**src/rtl/wb_uart_master_if.sv**
```systemverilog
// Signal bundle between the UART-driven Wishbone master and its environment:
// the rx/tx byte streams, the Wishbone master bus and the busy flag.
interface wb_uart_master_if;
  logic [7:0]  rx_byte_i;
  logic        rx_valid_i;
  logic [7:0]  tx_byte_o;
  logic        tx_valid_o;
  logic        tx_ready_i;
  logic        wb_cyc_o;
  logic        wb_stb_o;
  logic        wb_we_o;
  logic [31:0] wb_adr_o;
  logic [31:0] wb_dat_o;
  logic [3:0]  wb_sel_o;
  logic        wb_stall_i;
  logic        wb_ack_i;
  logic [31:0] wb_dat_i;
  logic        wb_err_i;
  logic        busy_o;

  modport master (
    input  rx_byte_i, rx_valid_i, tx_ready_i,
           wb_stall_i, wb_ack_i, wb_dat_i, wb_err_i,
    output tx_byte_o, tx_valid_o,
           wb_cyc_o, wb_stb_o, wb_we_o, wb_adr_o, wb_dat_o, wb_sel_o,
           busy_o
  );

  modport slave (
    output rx_byte_i, rx_valid_i, tx_ready_i,
           wb_stall_i, wb_ack_i, wb_dat_i, wb_err_i,
    input  tx_byte_o, tx_valid_o,
           wb_cyc_o, wb_stb_o, wb_we_o, wb_adr_o, wb_dat_o, wb_sel_o,
           busy_o
  );
endinterface

```
**src/rtl/wb_uart_master.sv**
```systemverilog
// UART byte-stream to Wishbone pipelined master bridge: parses W/R frames,
// issues one 32-bit single-beat access and returns a status/data frame.
module wb_uart_master #(
  parameter int unsigned TIMEOUT = 1024,
  parameter logic [7:0]  CMD_WR  = 8'h57,
  parameter logic [7:0]  CMD_RD  = 8'h52
) (
  input  logic             wb_clk_i,
  input  logic             wb_rst_i,
  wb_uart_master_if.master bus
);

  localparam logic [15:0] TMO_LAST = 16'(TIMEOUT - 1);
  localparam logic [7:0]  ST_OK    = 8'h4B;
  localparam logic [7:0]  ST_ERR   = 8'h45;
  localparam logic [7:0]  ST_TMO   = 8'h54;

  typedef enum logic [2:0] {
    S_IDLE,
    S_ADDR,
    S_DATA,
    S_BUS_REQ,
    S_BUS_WAIT,
    S_RESP
  } state_t;

  state_t      r_state;
  state_t      w_next;

  logic        r_we;
  logic [1:0]  r_byte_cnt;
  logic [31:0] r_adr;
  logic [31:0] r_wdat;
  logic [31:0] r_rdat;
  logic [7:0]  r_tx_byte;
  logic [2:0]  r_tx_left;
  logic [15:0] r_tmo;

  logic        w_rx_cmd;
  logic        w_tmo_hit;
  logic        w_done_ok;
  logic        w_done_err;
  logic        w_done_tmo;

  assign w_rx_cmd  = bus.rx_valid_i &&
                     ((bus.rx_byte_i == CMD_WR) || (bus.rx_byte_i == CMD_RD));
  assign w_tmo_hit = (r_tmo == TMO_LAST);

  always_ff @(posedge wb_clk_i or posedge wb_rst_i) begin
    if (wb_rst_i) r_state <= S_IDLE;
    else          r_state <= w_next;
  end

  // Completion priority: err over ack, ack over timeout. In BUS_REQ the
  // slave response only counts on the acceptance (stall low) edge.
  always_comb begin
    w_next     = r_state;
    w_done_ok  = 1'b0;
    w_done_err = 1'b0;
    w_done_tmo = 1'b0;
    case (r_state)
      S_IDLE: begin
        if (w_rx_cmd) w_next = S_ADDR;
      end
      S_ADDR: begin
        if (bus.rx_valid_i && (r_byte_cnt == 2'd3))
          w_next = r_we ? S_DATA : S_BUS_REQ;
      end
      S_DATA: begin
        if (bus.rx_valid_i && (r_byte_cnt == 2'd3)) w_next = S_BUS_REQ;
      end
      S_BUS_REQ: begin
        if (!bus.wb_stall_i) begin
          if (bus.wb_err_i)      w_done_err = 1'b1;
          else if (bus.wb_ack_i) w_done_ok  = 1'b1;
          else if (w_tmo_hit)    w_done_tmo = 1'b1;
          else                   w_next     = S_BUS_WAIT;
        end else if (w_tmo_hit) begin
          w_done_tmo = 1'b1;
        end
      end
      S_BUS_WAIT: begin
        if (bus.wb_err_i)      w_done_err = 1'b1;
        else if (bus.wb_ack_i) w_done_ok  = 1'b1;
        else if (w_tmo_hit)    w_done_tmo = 1'b1;
      end
      S_RESP: begin
        if (bus.tx_ready_i && (r_tx_left == 3'd0)) w_next = S_IDLE;
      end
      default: w_next = S_IDLE;
    endcase
    if (w_done_ok || w_done_err || w_done_tmo) w_next = S_RESP;
  end

  always_ff @(posedge wb_clk_i or posedge wb_rst_i) begin
    if (wb_rst_i) begin
      r_we       <= 1'b0;
      r_byte_cnt <= '0;
      r_adr      <= '0;
      r_wdat     <= '0;
      r_rdat     <= '0;
      r_tx_byte  <= '0;
      r_tx_left  <= '0;
      r_tmo      <= '0;
    end else begin
      r_tmo <= '0;
      case (r_state)
        S_IDLE: begin
          if (w_rx_cmd) begin
            r_we       <= (bus.rx_byte_i == CMD_WR);
            r_byte_cnt <= '0;
          end
        end
        S_ADDR: begin
          if (bus.rx_valid_i) begin
            r_adr      <= {r_adr[23:0], bus.rx_byte_i};
            r_byte_cnt <= r_byte_cnt + 2'd1;
          end
        end
        S_DATA: begin
          if (bus.rx_valid_i) begin
            r_wdat     <= {r_wdat[23:0], bus.rx_byte_i};
            r_byte_cnt <= r_byte_cnt + 2'd1;
          end
        end
        S_BUS_REQ, S_BUS_WAIT: begin
          r_tmo <= r_tmo + 16'd1;
          if (w_done_err) begin
            r_tx_byte <= ST_ERR;
            r_tx_left <= '0;
          end else if (w_done_ok) begin
            r_tx_byte <= ST_OK;
            if (!r_we) begin
              r_rdat    <= bus.wb_dat_i;
              r_tx_left <= 3'd4;
            end else begin
              r_tx_left <= '0;
            end
          end else if (w_done_tmo) begin
            r_tx_byte <= ST_TMO;
            r_tx_left <= '0;
          end
        end
        S_RESP: begin
          // Read data streams out of r_rdat MSB first after the status byte.
          if (bus.tx_ready_i) begin
            if (r_tx_left != 3'd0) begin
              r_tx_byte <= r_rdat[31:24];
              r_rdat    <= {r_rdat[23:0], 8'h00};
              r_tx_left <= r_tx_left - 3'd1;
            end else begin
              r_tx_byte <= '0;
            end
          end
        end
        default: ;
      endcase
    end
  end

  assign bus.wb_cyc_o   = (r_state == S_BUS_REQ) || (r_state == S_BUS_WAIT);
  assign bus.wb_stb_o   = (r_state == S_BUS_REQ);
  assign bus.wb_we_o    = bus.wb_cyc_o && r_we;
  assign bus.wb_sel_o   = bus.wb_cyc_o ? 4'hF : 4'h0;
  assign bus.wb_adr_o   = r_adr;
  assign bus.wb_dat_o   = r_wdat;
  assign bus.tx_valid_o = (r_state == S_RESP);
  assign bus.tx_byte_o  = r_tx_byte;
  assign bus.busy_o     = (r_state != S_IDLE);

endmodule

```
**src/flat_wrapper.sv**
```systemverilog
// flat-port wrapper written by rule: the top's interface ports become plain ports
module wb_uart_master_flat 
#(
  parameter int unsigned TIMEOUT = 1024,
  parameter logic [7:0]  CMD_WR  = 8'h57,
  parameter logic [7:0]  CMD_RD  = 8'h52
)
  (wb_clk_i, wb_rst_i, bus_rx_byte_i, bus_rx_valid_i, bus_tx_ready_i, bus_wb_stall_i, bus_wb_ack_i, bus_wb_dat_i, bus_wb_err_i, bus_tx_byte_o, bus_tx_valid_o, bus_wb_cyc_o, bus_wb_stb_o, bus_wb_we_o, bus_wb_adr_o, bus_wb_dat_o, bus_wb_sel_o, bus_busy_o);
  wb_uart_master_if bus_i ();
  input  logic wb_clk_i;
  input  logic wb_rst_i;
  input wire logic [$bits(bus_i.rx_byte_i)-1:0] bus_rx_byte_i;
  input wire logic [$bits(bus_i.rx_valid_i)-1:0] bus_rx_valid_i;
  input wire logic [$bits(bus_i.tx_ready_i)-1:0] bus_tx_ready_i;
  input wire logic [$bits(bus_i.wb_stall_i)-1:0] bus_wb_stall_i;
  input wire logic [$bits(bus_i.wb_ack_i)-1:0] bus_wb_ack_i;
  input wire logic [$bits(bus_i.wb_dat_i)-1:0] bus_wb_dat_i;
  input wire logic [$bits(bus_i.wb_err_i)-1:0] bus_wb_err_i;
  output wire logic [$bits(bus_i.tx_byte_o)-1:0] bus_tx_byte_o;
  output wire logic [$bits(bus_i.tx_valid_o)-1:0] bus_tx_valid_o;
  output wire logic [$bits(bus_i.wb_cyc_o)-1:0] bus_wb_cyc_o;
  output wire logic [$bits(bus_i.wb_stb_o)-1:0] bus_wb_stb_o;
  output wire logic [$bits(bus_i.wb_we_o)-1:0] bus_wb_we_o;
  output wire logic [$bits(bus_i.wb_adr_o)-1:0] bus_wb_adr_o;
  output wire logic [$bits(bus_i.wb_dat_o)-1:0] bus_wb_dat_o;
  output wire logic [$bits(bus_i.wb_sel_o)-1:0] bus_wb_sel_o;
  output wire logic [$bits(bus_i.busy_o)-1:0] bus_busy_o;
  assign bus_i.rx_byte_i = bus_rx_byte_i;
  assign bus_i.rx_valid_i = bus_rx_valid_i;
  assign bus_i.tx_ready_i = bus_tx_ready_i;
  assign bus_i.wb_stall_i = bus_wb_stall_i;
  assign bus_i.wb_ack_i = bus_wb_ack_i;
  assign bus_i.wb_dat_i = bus_wb_dat_i;
  assign bus_i.wb_err_i = bus_wb_err_i;
  assign bus_tx_byte_o = bus_i.tx_byte_o;
  assign bus_tx_valid_o = bus_i.tx_valid_o;
  assign bus_wb_cyc_o = bus_i.wb_cyc_o;
  assign bus_wb_stb_o = bus_i.wb_stb_o;
  assign bus_wb_we_o = bus_i.wb_we_o;
  assign bus_wb_adr_o = bus_i.wb_adr_o;
  assign bus_wb_dat_o = bus_i.wb_dat_o;
  assign bus_wb_sel_o = bus_i.wb_sel_o;
  assign bus_busy_o = bus_i.busy_o;
  wb_uart_master #(.TIMEOUT(TIMEOUT), .CMD_WR(CMD_WR), .CMD_RD(CMD_RD)) u_core (.wb_clk_i(wb_clk_i), .wb_rst_i(wb_rst_i), .bus(bus_i));
endmodule
```
**config.mk**
```make
export PLATFORM = sky130hd
export DESIGN_NAME = wb_uart_master_flat
export DESIGN_NICKNAME = d
export VERILOG_FILES = /design/src/rtl/wb_uart_master_if.sv /design/src/rtl/wb_uart_master.sv /design/src/flat_wrapper.sv
export SDC_FILE = /design/constraint.sdc
export NUM_CORES = 1
export LEC_CHECK = 0
export ABC_AREA = 0
export CORE_UTILIZATION = 25
export DETAILED_ROUTE_END_ITERATION = 6
export GPL_ROUTABILITY_DRIVEN = 0
export PLACE_DENSITY = 0.47
export SLEW_MARGIN = 20
export SYNTH_ARGS = -nofsm -noshare
export SYNTH_HDL_FRONTEND = slang
export SYNTH_SLANG_ARGS = --single-unit
```
**constraint.sdc**
```tcl
create_clock -name wb_clk_i -period 4.3 [get_ports wb_clk_i]
set_input_delay 0.43 -clock wb_clk_i [delete_from_list [all_inputs] [get_ports wb_clk_i]]
set_output_delay 0.43 -clock wb_clk_i [all_outputs]
set_load 0.03 [all_outputs]
```
### Word level (Yosys, flattened, before mapping)

Cells that the tools add are included.

| storage, ports and cells | value |
|---|---|
| register bits after elaboration | 129 |
| input bits | 47 |
| output and inout bits | 81 |
| word-level logic and storage cells | 109 |

| cells by class | value |
|---|---|
| add/subtract/negate cells | 3 |
| equality and inequality tests | 26 |
| mux-type cells | 47 |
| reduce and logical (&&, ||, !) cells | 24 |

Operator list:

| kind | count |
|---|---|
| 32-bit 2-to-1 mux | 5 |
| 32-bit one-hot mux with 2 select lines | 1 |
| 3-bit 2-to-1 mux | 15 |
| 8-bit 2-to-1 mux | 5 |
| 3-bit one-hot mux with 6 select lines | 1 |
| 16-bit by 1-bit adder with 16-bit output (second input constant) | 1 |
| 16-bit by 10-bit equality test with 1-bit output (second input constant) | 1 |
| 8-bit by 7-bit equality test with 1-bit output (second input constant) | 2 |
| 16-bit 2-to-1 mux | 1 |
| 8-bit one-hot mux with 2 select lines | 1 |
| 3-bit by 1-bit inequality test with 1-bit output (second input constant) | 4 |
| 1-bit 2-to-1 mux | 10 |
| 2-bit by 1-bit inequality test with 1-bit output (second input constant) | 5 |
| 3-bit by 2-bit inequality test with 1-bit output (second input constant) | 3 |
| 9-bit AND reduction | 1 |
| 3-bit by 2-bit equality test with 1-bit output (second input constant) | 2 |
| 3-bit equality test (second input constant) | 2 |
| 3-bit zero test | 2 |
| 2-bit inequality test (second input constant) | 3 |
| 1-bit one-hot mux with 2 select lines | 3 |
| 3-bit one-hot mux with 2 select lines | 1 |
| 2-bit AND reduction | 3 |
| 3-bit AND reduction | 2 |
| 6-bit AND reduction | 1 |
| 15 further kinds | 25 |

### Depth between registers and ports, before layout

Gate-level depths: netlist (run 1).

| logic depth | value |
|---|---|
| word-level depth | 10 |
| gate-level depth with buffers | 8 |
| gate-level depth less buffers | 7 |

### Worst setup path before layout (run 1)

No wires, ideal clock.

| path | value |
|---|---|
| path kind | register to register |
| from | register u_core.r_tx_left[0] |
| to | register u_core.r_state[1] |
| library setup time | 125 ps |
| data arrival time | 1838 ps |
| data required time | 4175 ps |
| path slack | 2337 ps |
| cell stages (with the launch flop) | 8 |
| buffers on the path | 0 |
| clock period less this slack | 1963 ps |
| cells stage by stage | dfrtp_1 > inv_1 > ha_1 > nor2b_1 > nand3_1 > a221o_1 > a21oi_1 > mux2_2 |

| on the way | value |
|---|---|
| longest elaborated chain between the ends | 4 |

RTL lines:

| item | line | RTL |
|---|---|---|
| start: declaration | wb_uart_master.sv:36 | `logic [2:0] r_tx_left;` |
| start signal: assignment | wb_uart_master.sv:150 | `r_tx_left <= r_tx_left - 3'd1;` |
| 3-bit zero test | wb_uart_master.sv:88 | `if (bus.tx_ready_i && (r_tx_left == 3'd0)) w_next = S_IDLE;` |
| 1-bit logical AND | wb_uart_master.sv:88 |  |
| 3-bit by 1-bit inequality test with 1-bit output (no source line) | -- |  |
| 9-bit AND reduction (no source line) | -- |  |
| end signal: assignment | wb_uart_master.sv:51 | `else r_state <= w_next;` |
| end: declaration | wb_uart_master.sv:27 | `state_t r_state;` |

No other way between the ends.
A chain may end at the register's enable or synchronous reset.

### Final worst setup path (run 1)

| path | value |
|---|---|
| from | register u_core.r_state[1] |
| to | output port bus_wb_we_o |

| on the way | value |
|---|---|
| longest elaborated chain between the ends | 3 |
| elaborated cells between the ends (all ways) | 4 |
| those cells by class | eq/ne: 2; reduce/logical: 2 |

RTL lines:

| item | line | RTL |
|---|---|---|
| 3-bit by 2-bit equality test with 1-bit output / 3-bit equality test (equally long branches) | wb_uart_master.sv:161 | `assign bus.wb_cyc_o = (r_state == S_BUS_REQ) \|\| (r_state == S_BUS_WAIT);` |
| 1-bit logical OR * | wb_uart_master.sv:161 |  |
| 1-bit logical AND * | wb_uart_master.sv:163 | `assign bus.wb_we_o = bus.wb_cyc_o && r_we;` |
| end: declaration | flat_wrapper.sv:23 | `output wire logic [$bits(bus_i.wb_we_o)-1:0] bus_wb_we_o;` |

Mark *: on every way between the ends. The rest lies on a longest branch, timed or not.

==> results of run 1 <==
-- sequential cells by signal, summed over array words and instances, names as in the netlist --
register and cells:
u_core.bus.tx_byte_o 8, u_core.bus.wb_adr_o 32, u_core.bus.wb_dat_o 32, u_core.r_byte_cnt 2, u_core.r_rdat 32, u_core.r_state 3
u_core.r_tmo 16, u_core.r_tx_left 3, u_core.r_we 1
-- cells in the final DEF (no fill, tap or decap), types with 10 or more instances in the layout --
cell type,instances
clkdlybuf4s50_1,127
xor2_1,10
a22o_1,10
clkbuf_16,17
mux2_2,61
a31oi_1,25
nor2_1,48
nand2_1,68
dfrtp_1,129
a21oi_1,17
-- per-layer routing --
layer	vias up	part of all wire (%)	track usage [%]	wire length (um)
met5	-	0	0	0
met4	0	0.98	4.233	138
met3	11	3.7	3.271	525
met2	78	50	20.77	7040
met1	2096	45	16.67	6426
li1	1994	-	-	-
-- area by class of cell --
class / instances / area, um^2
Timing Repair Buffer: 134 / 1324
Sequential cell: 129 / 3228
Tap cell: 280 / 350.3
Multi-Input combinational cell: 328 / 2280
Clock inverter: 12 / 158.9
Clock buffer: 19 / 442.9
Fill cell: 2161 / 14200
Inverter: 10 / 42.54
-- metrics by stage --
stage               util (%)  worst slack [ns]
finish                 35.53             1.146
global placement       32.80             1.611
CTS                    35.53             1.100
floorplan                  -            0.4290
detailed placement     32.80             1.567
global route           35.53            0.9675
-- worst paths after layout --
kind,slack (ns),end,cells past startpoint
worst min register to register,0.46,u_core.r_tmo[0]$_DFF_PP0_,1
worst max register to register,1.79,u_core.r_rdat[1]$_DFFE_PP0P_,5
worst min-delay path,0.46,u_core.r_tmo[0]$_DFF_PP0_,1
max in group asynchronous,2.91,u_core.r_tmo[13]$_DFF_PP0_,3
worst max-delay path,1.15,bus_wb_we_o,6
min in group asynchronous,0.54,u_core.r_rdat[2]$_DFFE_PP0P_,2
-- power groups by stage --
stage | clock network, W | logic, W | registers [W]
CTS | 0.00153 | 0.00312 | 0.00214
finish | 0.00149 | 0.00308 | 0.00214
global placement | 0 | 0.00307 | 0.00214
global route | 0.00159 | 0.00332 | 0.00222
floorplan | 0 | 0.00143 | 0.00269
detailed placement | 0 | 0.00311 | 0.00215
-- logic make-up (layout without fill, tap and decap cells) --
group                      count (synthesis)  after routing  share of synthesized area, %
DFF                                      129            129                         56.94
AOI/OAI and AO/OA                         83             83                         9.821
adders and majority gates                  4              4                        0.8828
buffers and inverters                     38            175                         3.266
muxes                                     66             66                         13.09
xor gates and xnor gates                  14             14                         2.163
and+or+nand+nor                          161            161                         13.84
==> summary.txt, run 1 <==
Setup path
  – Setup CP Type: register to output port
  – CP top delay family: buffers and inverters
  – Worst R2R Start: u_core.r_state[2]$_DFFE_PP0P_
  – Most used cell, CP: inv_2
  – CP cell instances: nand3b_1, inv_2, nor2_8, inv_2, and2_1, clkdlybuf4s50_1
  – CP Data Arrival Time: 2.72 ns
  – CP bufs+invs: 3
  – Slowest-stage cell, CP: dfrtp_1
  – Crit path launch type: register
  – Crit path from: u_core.r_state[1]$_DFFE_PP0P_
  – Slowest Stage Delay on Critical Path: 0.69 ns
  – Worst Path Required: 3.87 ns
  – Worst-path maximum fanout: 19
  – Crit end category: output port

Yosys
  – Synth Register Bits: 129
  – Syn_area_per_cell: 11.45 um^2
  – Post-synth cell types: 54
  – Synth Cell Area: 5669 um^2
  – Syn Inst Count: 495
  – Most frequent cells after synthesis: 129 x dfrtp_1, 68 x nand2_1, 61 x mux2_2, 48 x nor2_1, 25 x a31oi_1
  – Area share of the largest cell type after synthesis: 56.94%
  – Ys flop type: dfrtp_1
  – Yosys warns: 0
  – Mapped Nets: 546
  – Leading area contributor after synthesis: dfrtp_1
  – Largest cells by area after synthesis: dfrtp_1 57%, mux2_2 12%, nand2_1 4.5%
  – Post-synth EDFFs: 0
  – Seq/Total Area, Yosys: 56.94%
  – Top-count cell post-synth: dfrtp_1
  – Post-synthesis async set-or-reset flop share: 100.0%

Power
  – Internal power: 0.004012 W
  – PD cells: 857.4 nW/um^2
  – Flop pwr share: 31.8%
  – P_sw: 0.002698 W
  – Sw Share: 40.21%
  – Total Power: 0.006710 W
  – Max IR drop VDD: 0.3113 mV
  – Pleak: 3.261 nW
  – Clk network pwr share: 22.3%
  – Comb power frac: 45.9%

Final layout
  – Layout cells sized above 1: 17.56%
  – # diodes: 0
  – Area grow syn2layout: 38.05%
  – Design area: 7826 um^2
  – Fin cells: 912
  – Final net count: 671

Timing
  – Fmax achieved: 317.0 MHz
  – Hold Violations, Final: 0
  – Slew Limit Headroom: 43.99%
  – RSZ-0062 raised after global routing: no
  – Clock skew: 0.009245 ns
  – Post-route setup TNS: 0 ns
  – Period utilization: 73.36%
  – Worst Max-Slew Pin Slew: 0.8384 ns
  – WHS: 0.4588 ns
  – Post-layout min period: 3.154 ns
  – # setup viols final: 0
  – Max-slew violations: 0

Die
  – # IOs: 128
  – Core area: 22030 um^2
  – Starting Density: 25.74%
  – Die X-Extent: 152.6 um
  – Chip height: 152.6 um
  – Cell Rows: 54
  – Full die area: 23280 um^2

Drt
  – Vias: 4179
  – Final wirelength: 14130 um
  – ANT nets after route: 0
  – Average routed wire per standard cell: 15.49 um
  – Iter 0 DRT Violations: 159
  – First-pass detailed-route iteration total: 7
  – Vias per cell: 4.582
  – DRC Markers: 2

Clocking
  – Post-CTS resize count: 0
  – Num CTS Buffers: 17
  – CTS tree: built
  – CTS clk-pin slew, worst paths: 0.06 ns
  – Root Buffer: clkbuf_16
  – CTS Sinks: 129
  – H-tree levels: 4
  – Number of post-CTS setup repair buffers: 0
  – Hold_buf cts: 0
  – Clock Path Buffers: 2
  – Worst-skew pair later-pin latency: 0.42 ns

Global route
  – Largest net degree at the start of global routing: 81
  – First-pass GRT wire length: 23340 um
  – Vias in the first global route: 4205
  – Initial antenna violation count: 0
  – Grt ovf: 0
  – Gr usage total: 12.83%

Status
  – Outcome: complete, but fails checks
  – Failing checks: DRC

Place
  – Port Buffers: 127
  – Placed Instance Area: 7224 um^2
  – Post-DP HPWL: 9850 um
  – Dpl cells: 881

Hold path
  – Worst min path class: register to register
  – Hold Startpoint: u_core.r_tmo[0]$_DFF_PP0_

Job
  – # Max-Cap Violations: 0
Power figures use the tool's default switching activity.
==> run 2, diff against run 1 <==
PLACE_DENSITY = 0.49   (was 0.47)
clock period = 2.7 ns   (was 4.3 ns; I/O delays follow)
==> run 2 against run 1 <==
Net effect:
- the flow still finishes with violations (DRC)
- power is 63% higher
- highest routed layer unchanged
- clock power is 70% higher
- flip-flop and latch count stayed put
- largest cell class unchanged
- hold slack worse by 0.10 ns
- worst setup slack worse by 0.99 ns
- combinational power is 65% higher
- critical path type unchanged
==> summary.txt, run 2 (synthesized netlist as in run 1, its figures left out) <==
Setup path
  – Most used cell, CP: inv_2 (unchanged)
  – Slowest-stage cell, CP: clkdlybuf4s50_1 (was dfrtp_1)
  – Crit end category: output port (unchanged)
  – Worst Path Required: 2.43 ns (was 3.87 ns)
  – CP cell instances: nand3b_1, inv_2, nor2_8, inv_2, and2_1, clkdlybuf4s50_1 (unchanged)
  – Setup CP Type: register to output port (unchanged)
  – Slowest Stage Delay on Critical Path: 0.66 ns (was 0.69 ns)
  – Worst-path maximum fanout: 8 (was 19)
  – CP Data Arrival Time: 2.28 ns (was 2.72 ns)
  – Crit path launch type: register (unchanged)

Final layout
  – Fillers: 2180 (was 2161)
  – Area grow syn2layout: 40.21% (was 38.05%)
  – Final net count: 678 (was 671)
  – Most common cell after layout, fill and taps aside: dfrtp_1 (unchanged)
  – Layout cells sized above 1: 18.75% (was 17.56%)
  – # diodes: 0 (unchanged)
  – Commonest cells after routing, fill and taps aside: 129 x dfrtp_1, 127 x clkdlybuf4s50_1, 68 x nand2_1, 61 x mux2_2, 48 x nor2_1 (unchanged)

Drt
  – Iter 0 DRT Violations: 177 (was 159)
  – DRC Markers: 2 (unchanged)
  – Final wirelength: 13980 um (was 14130 um)
  – Average routed wire per standard cell: 15.19 um (was 15.49 um)
  – First-pass detailed-route iteration total: 6 (was 7)
  – Vias per cell: 4.533 (was 4.582)
  – Vias: 4170 (was 4179)
  – ANT nets after route: 0 (unchanged)

Global route
  – Most Crowded Layer GR: met2 (unchanged)
  – Met3 Use GR: 2.617% (was 3.271%)
  – Gr usage total: 12.42% (was 12.83%)
  – Largest net degree at the start of global routing: 130 (was 81)
  – Initial antenna violation count: 0 (unchanged)
  – First-pass GRT wire length: 22590 um (was 23340 um)
  – Grt ovf: 0 (unchanged)
  – GR met1 Demand/Resource: 15.82% (was 16.67%)
  – GR Util met2: 20.31% (was 20.77%)
  – Vias in the first global route: 4074 (was 4205)

Die
  – Full die area: 23280 um^2 (unchanged)
  – Chip height: 152.6 um (unchanged)
  – Die X-Extent: 152.6 um (unchanged)
  – Core area: 22030 um^2 (unchanged)
  – # IOs: 128 (unchanged)
  – Cell Rows: 54 (unchanged)
  – Starting Density: 25.74% (unchanged)

Job
  – # Max-Cap Violations: 0 (unchanged)

Timing
  – Fmax achieved: 392.3 MHz
  – Hold Violations, Final: 0 (unchanged)
  – Clock skew: 0.006765 ns (was 0.009245 ns)
  – Period utilization: 94.42%
  – # setup viols final: 0 (unchanged)
  – Max-slew violations: 0 (unchanged)
  – Slew Limit Headroom: 47.08% (was 43.99%)
  – Post-route setup TNS: 0 ns (unchanged)
  – RSZ-0062 raised after global routing: no (unchanged)
  – Worst Max-Slew Pin Slew: 0.7922 ns (was 0.8384 ns)
  – Post-layout min period: 2.549 ns

Clocking
  – CTS Sinks: 129 (unchanged)
  – CTS tree: built (unchanged)
  – Clock Path Buffers: 2 (unchanged)
  – Num CTS Buffers: 17 (unchanged)
  – Root Buffer: clkbuf_16 (unchanged)
  – H-tree levels: 4 (unchanged)
  – Worst-skew pair later-pin latency: 0.42 ns (about the same)
  – Post-CTS resize count: 0 (unchanged)
  – CTS clk-pin slew, worst paths: 0.06 ns (about the same)

Power
  – Pleak: 3.323 nW (was 3.261 nW)
  – Max IR drop VDD: 0.6322 mV (was 0.3113 mV)
  – PD cells: 1378 nW/um^2 (was 857.4 nW/um^2)
  – Total Power: 0.01095 W (was 0.006710 W)

Status
  – Failing checks: DRC (unchanged)
  – Outcome: complete, but fails checks (unchanged)

Hold path
  – Worst min path class: input port to async pin (was register to register)

Place
  – Post-DP HPWL: 9774 um (was 9850 um)
  – Port Buffers: 127 (unchanged)
-- run 2: changes by cell type in the layout (fill, tap and decap cells not counted), sizes merged --
cell | previous run | this run
clkbuf | 19 | 17
inv | 10 | 15
buf | 7 | 14
bufinv | 3 | 4
clkinv | 7 | 4
-- run 2: report_power, final --
| group | switching, W | total, W | internal (W) |
|---|---|---|---|
| logic | 0.00284 | 0.00507 | 0.00223 |
| clock network | 0.000949 | 0.00253 | 0.00158 |
| registers | 0.000572 | 0.00336 | 0.00278 |
| total | 0.00436 | 0.0110 | 0.00660 |
-- run 2: metrics by stage --
stage,cells,hold slack (ns),instance area [um^2],utilization (%),worst slack [ns]
4_1_cts,920,0.4016,7949,36.09,0.1245
6_report,920,0.3569,7949,36.09,0.1508
3_3_place_gp,887,0.4368,7293,33.11,0.3816
3_5_place_dp,887,0.4500,7293,33.11,0.2833
2_1_floorplan,495,0.3996,5673,-,0.7375
5_1_grt,920,0.4180,7949,36.09,0.03850
-- run 2: cell type report --
type,instances,area [um^2],share of cell area (%)
clock inverters,15,222.7,2.802
clock buffers,17,425.4,5.352
multi-input cells,328,2280,28.68
well taps,280,350.3,4.407
flip-flops and latches,129,3228,40.61
inverters,10,41.29,0.5194
repair buffers,141,1401,17.63
-- run 2: path summary, 6_finish.rpt --
path	from	end	slack, ns	cells past startpoint
setup / recovery	u_core.r_state[2]$_DFFE_PP0P_	bus_wb_we_o	0.15	6
hold / removal	wb_rst_i	u_core.bus.wb_dat_o[29]$_DFFE_PP0P_	0.36	3
setup reg to reg	u_core.r_state[2]$_DFFE_PP0P_	u_core.r_rdat[7]$_DFFE_PP0P_	0.51	6
hold reg to reg	u_core.r_tmo[0]$_DFF_PP0_	u_core.r_tmo[0]$_DFF_PP0_	0.46	1
max in group asynchronous	wb_rst_i	u_core.bus.wb_adr_o[14]$_DFFE_PP0P_	1.72	3
min in group wb_clk_i	bus_wb_dat_i[25]	u_core.r_rdat[25]$_DFFE_PP0P_	0.43	3
-- run 2: layer usage --
| metal | routed length (um) | part of all wire [%] |
|---|---|---|
| met5 | 0 | 0 |
| met4 | 255 | 1.8 |
| met3 | 477 | 3.4 |
| met2 | 6831 | 49 |
| met1 | 6412 | 46 |
-- run 2: critical path, delay by kind of cell (launching register included) --
kind | cells | cell delay (ns)
buffers and inverters | 3 | 1.04
and+or+nand+nor | 3 | 0.44
DFF | 1 | 0.39
-- run 2: what timing repair did --
item	4_1_cts	5_1_grt
setup endpoints to repair	1	0
hold buffers	0	0
hold endpoints to repair	0	0
setup buffers	1	0
==> run 3, diff against run 2 <==
CORE_UTILIZATION = 35   (was 25)
PLACE_DENSITY = 0.63   (was 0.49)
==> run 3 against run 2 <==
Net effect:
- routed wire length decreased by 7.0%
- register-to-register slack got worse by 0.12 ns
- largest cell class unchanged
- flip-flop and latch count unchanged
- non-clock buffer count unchanged
- first-iteration DRC count decreased by 12%
- the run now ends clean
- worst setup slack improved by 0.037 ns
- die area decreased by 28%
- sequential share of layout area increased by 0.56 points
- sequential power about the same
- cell area decreased by 1.4%
- clock skew increased by 0.0014 ns
- critical path depth decreased by 1
==> summary.txt, run 3 (synthesized netlist as in run 1, its figures left out) <==
Drt
  – Final wirelength: 13000 um (was 13980 um)
  – Iter 0 DRT Violations: 156 (was 177)
  – Average routed wire per standard cell: 15.19 um (about the same)
  – Vias: 4152 (was 4170)
  – ANT nets after route: 0 (unchanged)
  – First-pass detailed-route iteration total: 4 (was 6)
  – DRC Markers: 0 (was 2)
  – Vias per cell: 4.850 (was 4.533)

Final layout
  – Register area: 3228 um^2 (unchanged)
  – Fillers: 1422 (was 2180)
  – Layout cells sized above 1: 18.75% (unchanged)
  – Area grow syn2layout: 38.29% (was 40.21%)
  – Final core utilization: 49.53% (was 36.09%)
  – Commonest cells after routing, fill and taps aside: 129 x dfrtp_1, 126 x clkdlybuf4s50_1, 68 x nand2_1, 61 x mux2_2, 48 x nor2_1 (was 129 x dfrtp_1, 127 x clkdlybuf4s50_1, 68 x nand2_1, 61 x mux2_2, 48 x nor2_1)
  – # diodes: 0 (unchanged)
  – Most common cell after layout, fill and taps aside: dfrtp_1 (unchanged)
  – Final net count: 678 (unchanged)
  – Multi-input logic area: 2280 um^2 (unchanged)

Place
  – Post-DP HPWL: 9286 um (was 9774 um)
  – Port Buffers: 127 (unchanged)

Power
  – Internal power: 0.006485 W (was 0.006599 W)
  – Flop pwr share: 31.2% (was 30.6%)
  – Sw Share: 39.66% (was 39.76%)
  – P_sw: 0.004263 W (was 0.004356 W)
  – Comb power frac: 46.8% (was 46.3%)
  – Pleak: 3.317 nW (was 3.323 nW)
  – Max IR drop VDD: 0.4833 mV (was 0.6322 mV)
  – Total Power: 0.01075 W (was 0.01095 W)
  – PD cells: 1371 nW/um^2 (was 1378 nW/um^2)
  – Clk network pwr share: 22.0% (was 23.1%)

Clocking
  – CTS Sinks: 129 (unchanged)
  – Num CTS Buffers: 17 (unchanged)
  – CTS clk-pin slew, worst paths: 0.06 ns (about the same)
  – Worst-skew pair later-pin latency: 0.41 ns (was 0.42 ns)
  – CTS tree: built (unchanged)
  – H-tree levels: 4 (unchanged)
  – Clock Path Buffers: 2 (unchanged)
  – Root Buffer: clkbuf_16 (unchanged)
  – Hold_buf cts: 0 (unchanged)

Setup path
  – Worst Path Required: 2.43 ns (about the same)
  – CP Data Arrival Time: 2.24 ns (was 2.28 ns)
  – Crit path from: u_core.r_state[1]$_DFFE_PP0P_ (was u_core.r_state[2]$_DFFE_PP0P_)
  – CP cell instances: nand3b_1, inv_2, nor2_8, inv_2, clkdlybuf4s50_1 (was nand3b_1, inv_2, nor2_8, inv_2, and2_1, clkdlybuf4s50_1)
  – Slowest Stage Delay on Critical Path: 0.70 ns (was 0.66 ns)
  – Worst R2R Start: u_core.r_state[1]$_DFFE_PP0P_ (was u_core.r_state[2]$_DFFE_PP0P_)
  – Crit end category: output port (unchanged)
  – Worst-path maximum fanout: 8 (unchanged)
  – Setup CP Type: register to output port (unchanged)
  – Slowest-stage cell, CP: clkdlybuf4s50_1 (unchanged)
  – Most used cell, CP: inv_2 (unchanged)
  – Crit path launch type: register (unchanged)

Timing
  – Clock skew: 0.008117 ns (was 0.006765 ns)
  – Post-route setup TNS: 0 ns (unchanged)
  – # setup viols final: 0 (unchanged)
  – Period utilization: 93.03% (was 94.42%)
  – Hold Violations, Final: 0 (unchanged)
  – Max-slew violations: 0 (unchanged)
  – Fmax achieved: 398.1 MHz (was 392.3 MHz)
  – Slew Limit Headroom: 44.05% (was 47.08%)
  – RSZ-0062 raised after global routing: no (unchanged)
  – Worst Max-Slew Pin Slew: 0.8375 ns (was 0.7922 ns)
  – Post-layout min period: 2.512 ns (was 2.549 ns)

Die
  – Core area: 15830 um^2 (was 22030 um^2)
  – Cell Rows: 46 (was 54)
  – Die X-Extent: 129.3 um (was 152.6 um)
  – Chip height: 129.3 um (was 152.6 um)
  – Full die area: 16710 um^2 (was 23280 um^2)
  – Starting Density: 35.82% (was 25.74%)
  – # IOs: 128 (unchanged)

Status
  – Outcome: complete, no violations (was complete, but fails checks)

Global route
  – Initial antenna violation count: 0 (unchanged)
  – Met3 Use GR: 4.583% (was 2.617%)
  – First-pass GRT wire length: 20750 um (was 22590 um)
  – Most Crowded Layer GR: met2 (unchanged)
  – Vias in the first global route: 4114 (was 4074)
  – GR met1 Demand/Resource: 20.95% (was 15.82%)
  – Grt ovf: 0 (unchanged)
  – Largest net degree at the start of global routing: 72 (was 130)
  – Gr usage total: 16.12% (was 12.42%)
  – GR Util met2: 25.81% (was 20.31%)

Hold path
  – Worst min path class: input port to async pin (unchanged)

Job
  – # Max-Cap Violations: 0 (unchanged)
[run 3: changes by cell type in the layout (fill, tap and decap cells not counted), sizes merged]
cell / change
clkinvlp: +3
inv: -3
bufinv: -1
clkbuf: +1
clkdlybuf4s50: -1
dlymetal6s2s: +1
[run 3: path summary, 6_finish.rpt]
kind	end	slack (ns)	cells past startpoint
worst min register to register	u_core.r_tmo[0]$_DFF_PP0_	0.45	1
min in group wb_clk_i	u_core.r_rdat[10]$_DFFE_PP0P_	0.42	3
worst min-delay path	u_core.r_tmo[11]$_DFF_PP0_	0.21	2
worst max register to register	u_core.r_rdat[3]$_DFFE_PP0P_	0.39	6
worst max-delay path	bus_wb_sel_o[1]	0.19	5
max in group asynchronous	u_core.r_byte_cnt[1]$_DFFE_PP0P_	1.82	3
[run 3: repair_timing]
action,in CTS,in global routing
pin swaps,1,0
setup endpoints to repair,1,1
resized for setup,0,1
setup buffers,1,0
[run 3: final cells by class]
cell class,count,share of cell area (%)
timing repair buffer,141,17.91
sequential,129,41.17
multi-input combinational,328,29.08
tap,216,3.447
inverter,10,0.5267
clock buffer,18,5.602
clock inverter,14,2.266
[run 3: critical path, delay by kind of cell (launching register included)]
kind | cells | cell delay, ns
and+or+nand+nor | 2 | 0.26
buffers and inverters | 3 | 1.07
DFF | 1 | 0.49
[run 3: per-layer routing]
layer  up-vias  share of wire (%)
li1       2007                  -
met1      2053                 46
met2        82                 49
met3        10                4.2
met4         0                1.1
met5         -                  0
[run 3: power by group through the flow]
stage | logic [W] | registers [W] | clock network [W]
global route | 0.00541 | 0.00347 | 0.00249
finish | 0.00503 | 0.00335 | 0.00237
detailed placement | 0.00505 | 0.00339 | 0
global placement | 0.00496 | 0.00335 | 0
CTS | 0.00508 | 0.00337 | 0.00242
floorplan | 0.00227 | 0.00429 | 0
[run 3: through the flow]
| stage | hold slack, ns | cell area [um^2] | setup WS [ns] | instances |
|---|---|---|---|---|
| after global routing | 0.2381 | 7840 | 0.06875 | 856 |
| after floorplan | 0.3996 | 5673 | 0.7375 | 495 |
| final | 0.2070 | 7840 | 0.1881 | 856 |
| after CTS | 0.2073 | 7838 | 0.001092 | 856 |
| after global placement | 0.4412 | 7213 | 0.3920 | 823 |
| after detailed placement | 0.4451 | 7213 | 0.3275 | 823 |
